==> config.mk <==
export PLATFORM = sky130hd
export DESIGN_NAME = pipe_ctrl
export DESIGN_NICKNAME = d
export VERILOG_FILES = /design/src/rtl/pipe_ctrl_pkg.sv /design/src/rtl/pipe_ctrl_md_busy_cnt.sv /design/src/rtl/pipe_ctrl.sv
export SDC_FILE = /design/constraint.sdc
export NUM_CORES = 1
export LEC_CHECK = 0
export CORE_AREA = 2 2 39 41
export DETAILED_ROUTE_END_ITERATION = 12
export DIE_AREA = 0 0 41 43
export PLACE_DENSITY = 0.64
export SLEW_MARGIN = 30
export SYNTH_ARGS = -nofsm -noshare
export SYNTH_HDL_FRONTEND = slang
export SYNTH_SLANG_ARGS = --single-unit
==> constraint.sdc <==
create_clock -name clk -period 2.67 [get_ports clk]
set_input_delay 0.801 -clock clk [delete_from_list [all_inputs] [get_ports clk]]
set_output_delay 0.801 -clock clk [all_outputs]
set_load 0.05 [all_outputs]
==> src/rtl/pipe_ctrl_pkg.sv <==
// pipe_ctrl_pkg: shared encodings for the pipeline sequencing controller
package pipe_ctrl_pkg;
    typedef enum logic {RUN = 1'b0, TRAP = 1'b1} state_t;
    localparam logic [1:0] PCSEL_SEQ = 2'b00;
    localparam logic [1:0] PCSEL_TRAP = 2'b01;
    localparam logic [1:0] PCSEL_EPC = 2'b10;
    localparam logic [31:0] TRAP_VECTOR = 32'h0000_4180;
endpackage

==> src/rtl/pipe_ctrl_md_busy_cnt.sv <==
// md_busy_cnt: mult/div busy counter, reloads on an accepted start and counts down to zero
module md_busy_cnt #(
    parameter int MULT_CYCLES = 5,
    parameter int DIV_CYCLES = 10,
    parameter int CNT_W = 4
) (
    input  logic clk,
    input  logic reset,
    input  logic load,
    input  logic is_div,
    output logic md_busy
);
    logic [CNT_W-1:0] cnt;
    assign md_busy = cnt != '0;
    always_ff @(posedge clk or negedge reset) begin
        if (!reset) cnt <= '0;
        else cnt <= load ? (is_div ? CNT_W'(DIV_CYCLES) : CNT_W'(MULT_CYCLES)) : cnt - CNT_W'(md_busy);
    end
endmodule

==> src/rtl/pipe_ctrl.sv <==
// pipe_ctrl: per-stage stall/flush strobes, mult/div busy tracking and trap entry sequencing
module pipe_ctrl
    import pipe_ctrl_pkg::*;
#(
    parameter int MULT_CYCLES = 5,
    parameter int DIV_CYCLES = 10,
    parameter int CNT_W = 4
) (
    input  logic       clk,
    input  logic       reset,
    input  logic       load_use_hz,
    input  logic       md_start_E,
    input  logic       md_is_div_E,
    input  logic       md_use_D,
    input  logic       eret_D,
    input  logic       exc_M,
    input  logic       irq,
    output logic       en_PC,
    output logic       en_F_D,
    output logic       en_D_E,
    output logic       en_E_M,
    output logic       en_M_W,
    output logic       clr_F_D,
    output logic       clr_D_E,
    output logic       clr_E_M,
    output logic       clr_M_W,
    output logic [1:0] pc_sel,
    output logic       epc_we,
    output logic       md_busy
);
    state_t state, state_nx;
    logic irq_pend, trap_req, stall;

    always_ff @(posedge clk or negedge reset) begin
        if (!reset) begin
            state <= RUN;
            irq_pend <= 1'b0;
        end else begin
            state <= state_nx;
            irq_pend <= irq | (irq_pend & ~trap_req);
        end
    end

    always_comb begin
        {en_PC, en_F_D, en_D_E, en_E_M, en_M_W} = '1;
        {clr_F_D, clr_D_E, clr_E_M, clr_M_W} = '0;
        pc_sel = PCSEL_SEQ;
        epc_we = 1'b0;
        state_nx = RUN;
        trap_req = state == RUN && (exc_M || irq_pend);
        stall = load_use_hz | (md_use_D & (md_busy | md_start_E));
        if (state == TRAP) begin
            pc_sel = PCSEL_TRAP;
            {clr_F_D, clr_D_E, clr_E_M, clr_M_W} = '1;
        end else if (trap_req) begin
            epc_we = 1'b1;
            {clr_F_D, clr_D_E, clr_E_M, clr_M_W} = '1;
            state_nx = TRAP;
        end else if (stall) begin
            {en_PC, en_F_D} = '0;
            clr_D_E = 1'b1;
        end else if (eret_D) begin
            pc_sel = PCSEL_EPC;
            clr_F_D = 1'b1;
        end
    end

    // a start flushed out of E never reaches the unit, so it must not load
    md_busy_cnt #(.MULT_CYCLES(MULT_CYCLES), .DIV_CYCLES(DIV_CYCLES), .CNT_W(CNT_W)) u_cnt (
        .clk(clk),
        .reset(reset),
        .load(md_start_E & en_E_M & ~clr_E_M),
        .is_div(md_is_div_E),
        .md_busy(md_busy)
    );
endmodule

==> results of run 1 <==
worst paths after layout:
kind | startpoint | to | slack, ps | cells past startpoint
worst max-delay path | u_cnt.cnt[0]$_DFF_PN0_ | pc_sel[1] | 2 | 5
worst min-delay path | irq_pend$_DFF_PN0_ | irq_pend$_DFF_PN0_ | 540 | 1
worst max register to register | u_cnt.cnt[0]$_DFF_PN0_ | u_cnt.cnt[2]$_DFF_PN0_ | 850 | 6
worst min register to register | irq_pend$_DFF_PN0_ | irq_pend$_DFF_PN0_ | 540 | 1
max in group asynchronous | reset | u_cnt.cnt[0]$_DFF_PN0_ | 1650 | 1
min in group asynchronous | reset | state$_DFF_PN0_ | 800 | 1
layer usage:
metal,share of wire,routed length [µm],up-vias,global-route usage
met5,0,0,-,0
met4,0.017,14,0,0.140
li1,-,-,175,-
met1,0.36,297,161,0.128
met3,0.082,68,2,0.0471
met2,0.54,451,16,0.184
worst max-delay path, delay by kind of cell (launching register included):
| kind | cells | cell delay, ps |
|---|---|---|
| AOI/OAI and AO/OA | 1 | 210 |
| and+or+nand+nor | 2 | 740 |
| DFF | 1 | 380 |
| buffers and inverters | 2 | 300 |
metrics by stage:
stage / std cells / util / setup TNS [ps] / hold WS [ps]
4_1_cts: 79 / 0.496 / -100 / 549
5_1_grt: 80 / 0.507 / -283 / 573
6_report: 80 / 0.507 / 0 / 544
3_3_place_gp: 73 / 0.461 / -503 / 534
3_5_place_dp: 73 / 0.461 / -516 / 539
2_1_floorplan: 41 / - / -75.5 / 505
cell type report:
cell class / instances / area, µm² / area share
multi-input cells: 26 / 211 / 0.301
repair buffers: 26 / 287 / 0.408
well taps: 16 / 20.0 / 0.0285
clock buffers: 3 / 22.5 / 0.0321
inverters: 3 / 11.3 / 0.0160
flip-flops and latches: 6 / 150 / 0.214
registers in the layout, summed over array words and instances (netlist names):
register / count
irq_pend: 1
u_cnt.cnt: 4
state: 1
power by group through the flow:
stage	combinational [µW]	clock, µW	sequential [µW]
final	352	82.9	160
after global routing	381	97.5	164
after CTS	346	87.7	161
after detailed placement	316	0	166
after global placement	306	0	164
after floorplan	217	0	159
synth_stat cells:
cell	count
nand2b_1	1
conb_1	1
a21oi_1	4
o21ai_0	2
nor3_1	2
nor3b_1	1
and3_1	1
xnor2_1	2
o21a_1	1
dfrtp_1	6
buf_4	6
a21o_1	1
or3_1	1
ha_1	2
nor2_1	3
or4b_2	1
inv_1	3
or4_4	1
repair_timing:
item | 4_1_cts | 5_1_grt
buffers inserted | 3 | 1
resized for setup | 5 | 1
endpoints found under the setup margin | 6 | 5
gates cloned | 0 | 0
hold endpoints to repair | 0 | 0
pin swaps | 4 | 5
cells by family (layout without fill, tap and decap cells):
group	Yosys count	count (layout)
adder cells (fa/ha/maj)	2	2
flip-flops	6	6
other	1	3
AO/OA/AOI/OAI	8	8
buffers and inverters	9	32
AND/OR/NAND/NOR	11	11
XOR/XNOR	2	2
==> impl_metrics.tcl, run 1 <==
set metrics [dict create \
    p_total_uw 595 \
    netSwitchingFraction 0.404 \
    power.internal_uw 355 \
    routed_wl_um 832 \
    port_buffers 18 \
    core-area_um2 1380 \
    layout_commonest_cell "buf_4" \
    nets 77 \
    fmax_mhz 375 \
    yosys.area.top_type "dfrtp_1" \
    cts.sinks 6 \
    postCtsHoldBufs 0 \
    start_util 0.265 \
    finalClockSkew_ps 3.37 \
    drv_cap 0 \
    drive_gt1_frac 0.438 \
    fin_ws_ps 1.83 \
    rsz0062_at_grt "true" \
    syn_area_um2 367 \
    path_cells "or4_4 > o21a_1 > buf_6 > nor3_4 > buf_12" \
    synth-seq-area-share 0.410 \
    grt_pass1_wl_um 1460 \
    vdd_ir_drop_max_mv 0.247 \
    grt_pass1_vias 362 \
    min_path_type "flip-flop to flip-flop" \
    p_leak_uw 0.000318 \
    synth_compound_area_frac 0.123 \
    status "finished, final reports clean" \
    die_h_um 43 \
    p_clk_frac 0.139 \
    synth.avg_cell_area_um2 9.40 \
    synthAdderAreaFrac 0.0683 \
    wl_per_cell_um 10.4 \
    drt_pass1_iterations 2 \
    drc 0 \
    p_per_area_nw_per_um2 848 \
    fp-row-count 14 \
    crit_fanout 3 \
    die_x_um 41 \
    crit_slowest_cell "or4_4" \
    synth.top_cell.area_share 0.410 \
    yosys.area_share.simple 0.188 \
    fin_crit_ps 2670 \
    gp_congestion 0.602 \
    grt_max_degree 7 \
    syn_to_final_growth_pct 91.5 \
    dp_hpwl_um 694 \
    path_class "flip-flop to output pin" \
    hold_violations 0 \
    place_ws_ps -159 \
    ant_nets 0 \
    cts-htree-levels 1 \
    most-common-layout-cells "buf_4, clkdlybuf4s50_1, dfrtp_1, buf_12, a21oi_1" \
    endpoint_kind "output pin" \
    yosysWarnings 0 \
    cp-start-kind "flip-flop" \
    fill_cells 130 \
    postLayoutCellArea_um2 702 \
    seq_power_share 0.269 \
    crit_path_max_incr_delay_ps 550 \
    cts-buffers-inserted 3 \
    worst_ep_required_time_ps 1870 \
    antenna_found_initial 0 \
    diodes 0 \
    synth_area_leaders "dfrtp_1, buf_4, ha_1" \
    synth_xor_area_frac 0.0478 \
    min_period_over_period 0.999 \
    drt_iter0_markers 2 \
    place_area_um2 638 \
    synth_top_family_by_area "simple AND/OR/NAND/NOR gates" \
    p_sw_uw 240 \
    clk_pin_slew_ps 40 \
    avgViaCountPerCell 4.43 \
    cts-root-buf "clkbuf_4" \
    setup_viol 0 \
    dieArea_um2 1760 \
    ys_types 18 \
    grt_usage 0.129 \
    worst_ep_arrival_time_ps 1870 \
    cts_tree "done" \
    synth_mux_area_frac 0 \
    power_frac_comb 0.592 \
    syn_inst 39 \
    clockBufferDepth 2 \
    final_max_slew_viol_count 0 \
    grt.overflow.total 0 \
    vias 354 \
    synth_seq_cells 6 \
    num_io_pins 22 \
    clock_latency_ps 240 \
]
Power figures use the tool's default switching activity.
==> run 2: changes to the inputs <==
--- a/config.mk
+++ b/config.mk
@@ -6,9 +6,9 @@
 export NUM_CORES = 1
 export LEC_CHECK = 0
 export CORE_AREA = 2 2 39 41
+export CTS_CLUSTER_DIAMETER = 50
 export DETAILED_ROUTE_END_ITERATION = 12
 export DIE_AREA = 0 0 41 43
-export PLACE_DENSITY = 0.64
 export SLEW_MARGIN = 30
 export SYNTH_ARGS = -nofsm -noshare
 export SYNTH_HDL_FRONTEND = slang
==> impl_metrics.tcl, run 2 (same netlist as run 1, synthesis figures left out) <==
set metrics [dict create \
    final_max_slew_viol_count 0 \
    die_x_um 41 \
    layout_commonest_cell "buf_4" \
    clockBufferDepth 2 \
    violations "negative setup slack" \
    clock_latency_ps 250 \
    reg2reg_from "u_cnt.cnt[0]$_DFF_PN0_" \
    port_buffers 18 \
    final_cells 80 \
    most-common-layout-cells "buf_4, clkdlybuf4s50_1, dfrtp_1, buf_12, a21oi_1" \
    hold_violations 0 \
    path_class "flip-flop to output pin" \
    wl_met2_um 411 \
    die_h_um 43 \
    p_per_area_nw_per_um2 804 \
    largest_register_ffs 4 \
    vdd_ir_drop_max_mv 0.270 \
    setup_viol 1 \
    top_regs "u_cnt.cnt (4), irq_pend (1), state (1)" \
    wl_met1_um 318 \
    cts-htree-levels 1 \
    drc 0 \
    dp_hpwl_um 690 \
    drive_gt1_frac 0.453 \
    vias 355 \
    endpoint_kind "output pin" \
    fin_crit_ps 2690 \
    finalClockSkew_ps 4.81 \
    worst_ep_arrival_time_ps 1890 \
    grt.overflow.total 0 \
    cts-buffers-inserted 3 \
    cts-root-buf "clkbuf_4" \
    drt_iter0_markers 1 \
    routed_wl_um 841 \
    fin_ws_ps -16.5 \
    clk_pin_slew_ps 40 \
    grt_max_degree 7 \
    grt_pass1_vias 350 \
    syn_to_final_growth_pct 96.2 \
    cp-start-kind "flip-flop" \
    fp-row-count 14 \
    largest_register "u_cnt.cnt" \
    wl_per_cell_um 10.5 \
    rsz0062_at_grt "true" \
    min_path_type "flip-flop to flip-flop" \
    grt_pass1_wl_um 1300 \
    cts.sinks 6 \
    nets 77 \
    crit_fanout 3 \
    cts_tree "done" \
    avgViaCountPerCell 4.44 \
    p_total_uw 579 \
    routed.top_layer "met4" \
    core-area_um2 1380 \
    holdCritStartpoint "irq_pend$_DFF_PN0_" \
    antenna_found_initial 0 \
    fmax_mhz 372 \
    min_period_over_period 1.01 \
    wl_met3_um 84 \
    num_io_pins 22 \
    drt_pass1_iterations 2 \
    drv_cap 0 \
    status "finished with violations" \
    diodes 0 \
    dieArea_um2 1760 \
    grt_usage 0.115 \
    hold_ws_ps 575 \
    worst_ep_required_time_ps 1870 \
    place_inst 75 \
    crit_path_start "u_cnt.cnt[0]$_DFF_PN0_" \
    start_util 0.265 \
    gp_congestion 0.585 \
    p_leak_uw 0.000320 \
    ant_nets 0 \
]
[run 2: cell counts in the layout (fill, tap and decap cells not counted)]
No cell type changed its count.
[run 2: path summary, 6_finish.rpt]
kind                                          endpoint  slack (ps)  depth (start not counted)
max in group asynchronous       u_cnt.cnt[3]$_DFF_PN0_        1670                          1
worst min register to register      irq_pend$_DFF_PN0_         570                          1
worst max-delay path                           clr_D_E         -20                          4
worst max register to register  u_cnt.cnt[2]$_DFF_PN0_         960                          5
min in group asynchronous              state$_DFF_PN0_         790                          1
worst min-delay path                irq_pend$_DFF_PN0_         570                          1
[run 2: final cells by class]
type	count	area, µm²
fillers	132	664
inverters	3	11.3
multi-input cells	26	221
well taps	16	20.0
clock buffers	3	22.5
repair buffers	26	294
flip-flops and latches	6	150
[run 2: what timing repair did]
item,in CTS,in global routing
buffers inserted,2,0
endpoints found under the setup margin,6,5
pin swaps,4,4
resized for setup,8,2
hold buffers,0,0
[run 2: metrics by stage]
step	cell area, µm²	TNS (ps)	util	worst slack (ps)
floorplan	410	-75.5	-	-75.5
global placement	653	-489	0.472	-140
detailed placement	653	-480	0.472	-138
CTS	708	-126	0.512	-40.6
global route	719	-228	0.520	-61.6
finish	719	-16.5	0.520	-16.5
[run 2: power breakdown]
part	internal, µW	switching [µW]
sequential	133	29.1
combinational	157	178
clock	50.7	31.3
total	340	238
[run 2: per-layer routing]
| layer | up-vias | track usage |
|---|---|---|
| li1 | 176 | - |
| met1 | 159 | 0.121 |
| met2 | 17 | 0.159 |
| met3 | 3 | 0.0419 |
| met4 | 0 | 0.120 |
| met5 | - | 0 |
[run 2: worst max-delay path, stage by stage (launching register included)]
cell     delay, ps
dfrtp_1        370
or4_4          560
o21a_4         230
or3_4          330
buf_8          160
==> run 3: changes to the inputs <==
--- a/config.mk
+++ b/config.mk
@@ -9,6 +9,7 @@
 export CTS_CLUSTER_DIAMETER = 50
 export DETAILED_ROUTE_END_ITERATION = 12
 export DIE_AREA = 0 0 41 43
+export HOLD_SLACK_MARGIN = 0.06
 export SLEW_MARGIN = 30
 export SYNTH_ARGS = -nofsm -noshare
 export SYNTH_HDL_FRONTEND = slang
==> results of run 3 <==
Same layout as run 2: the final DEF is identical, and so are final timing and power.
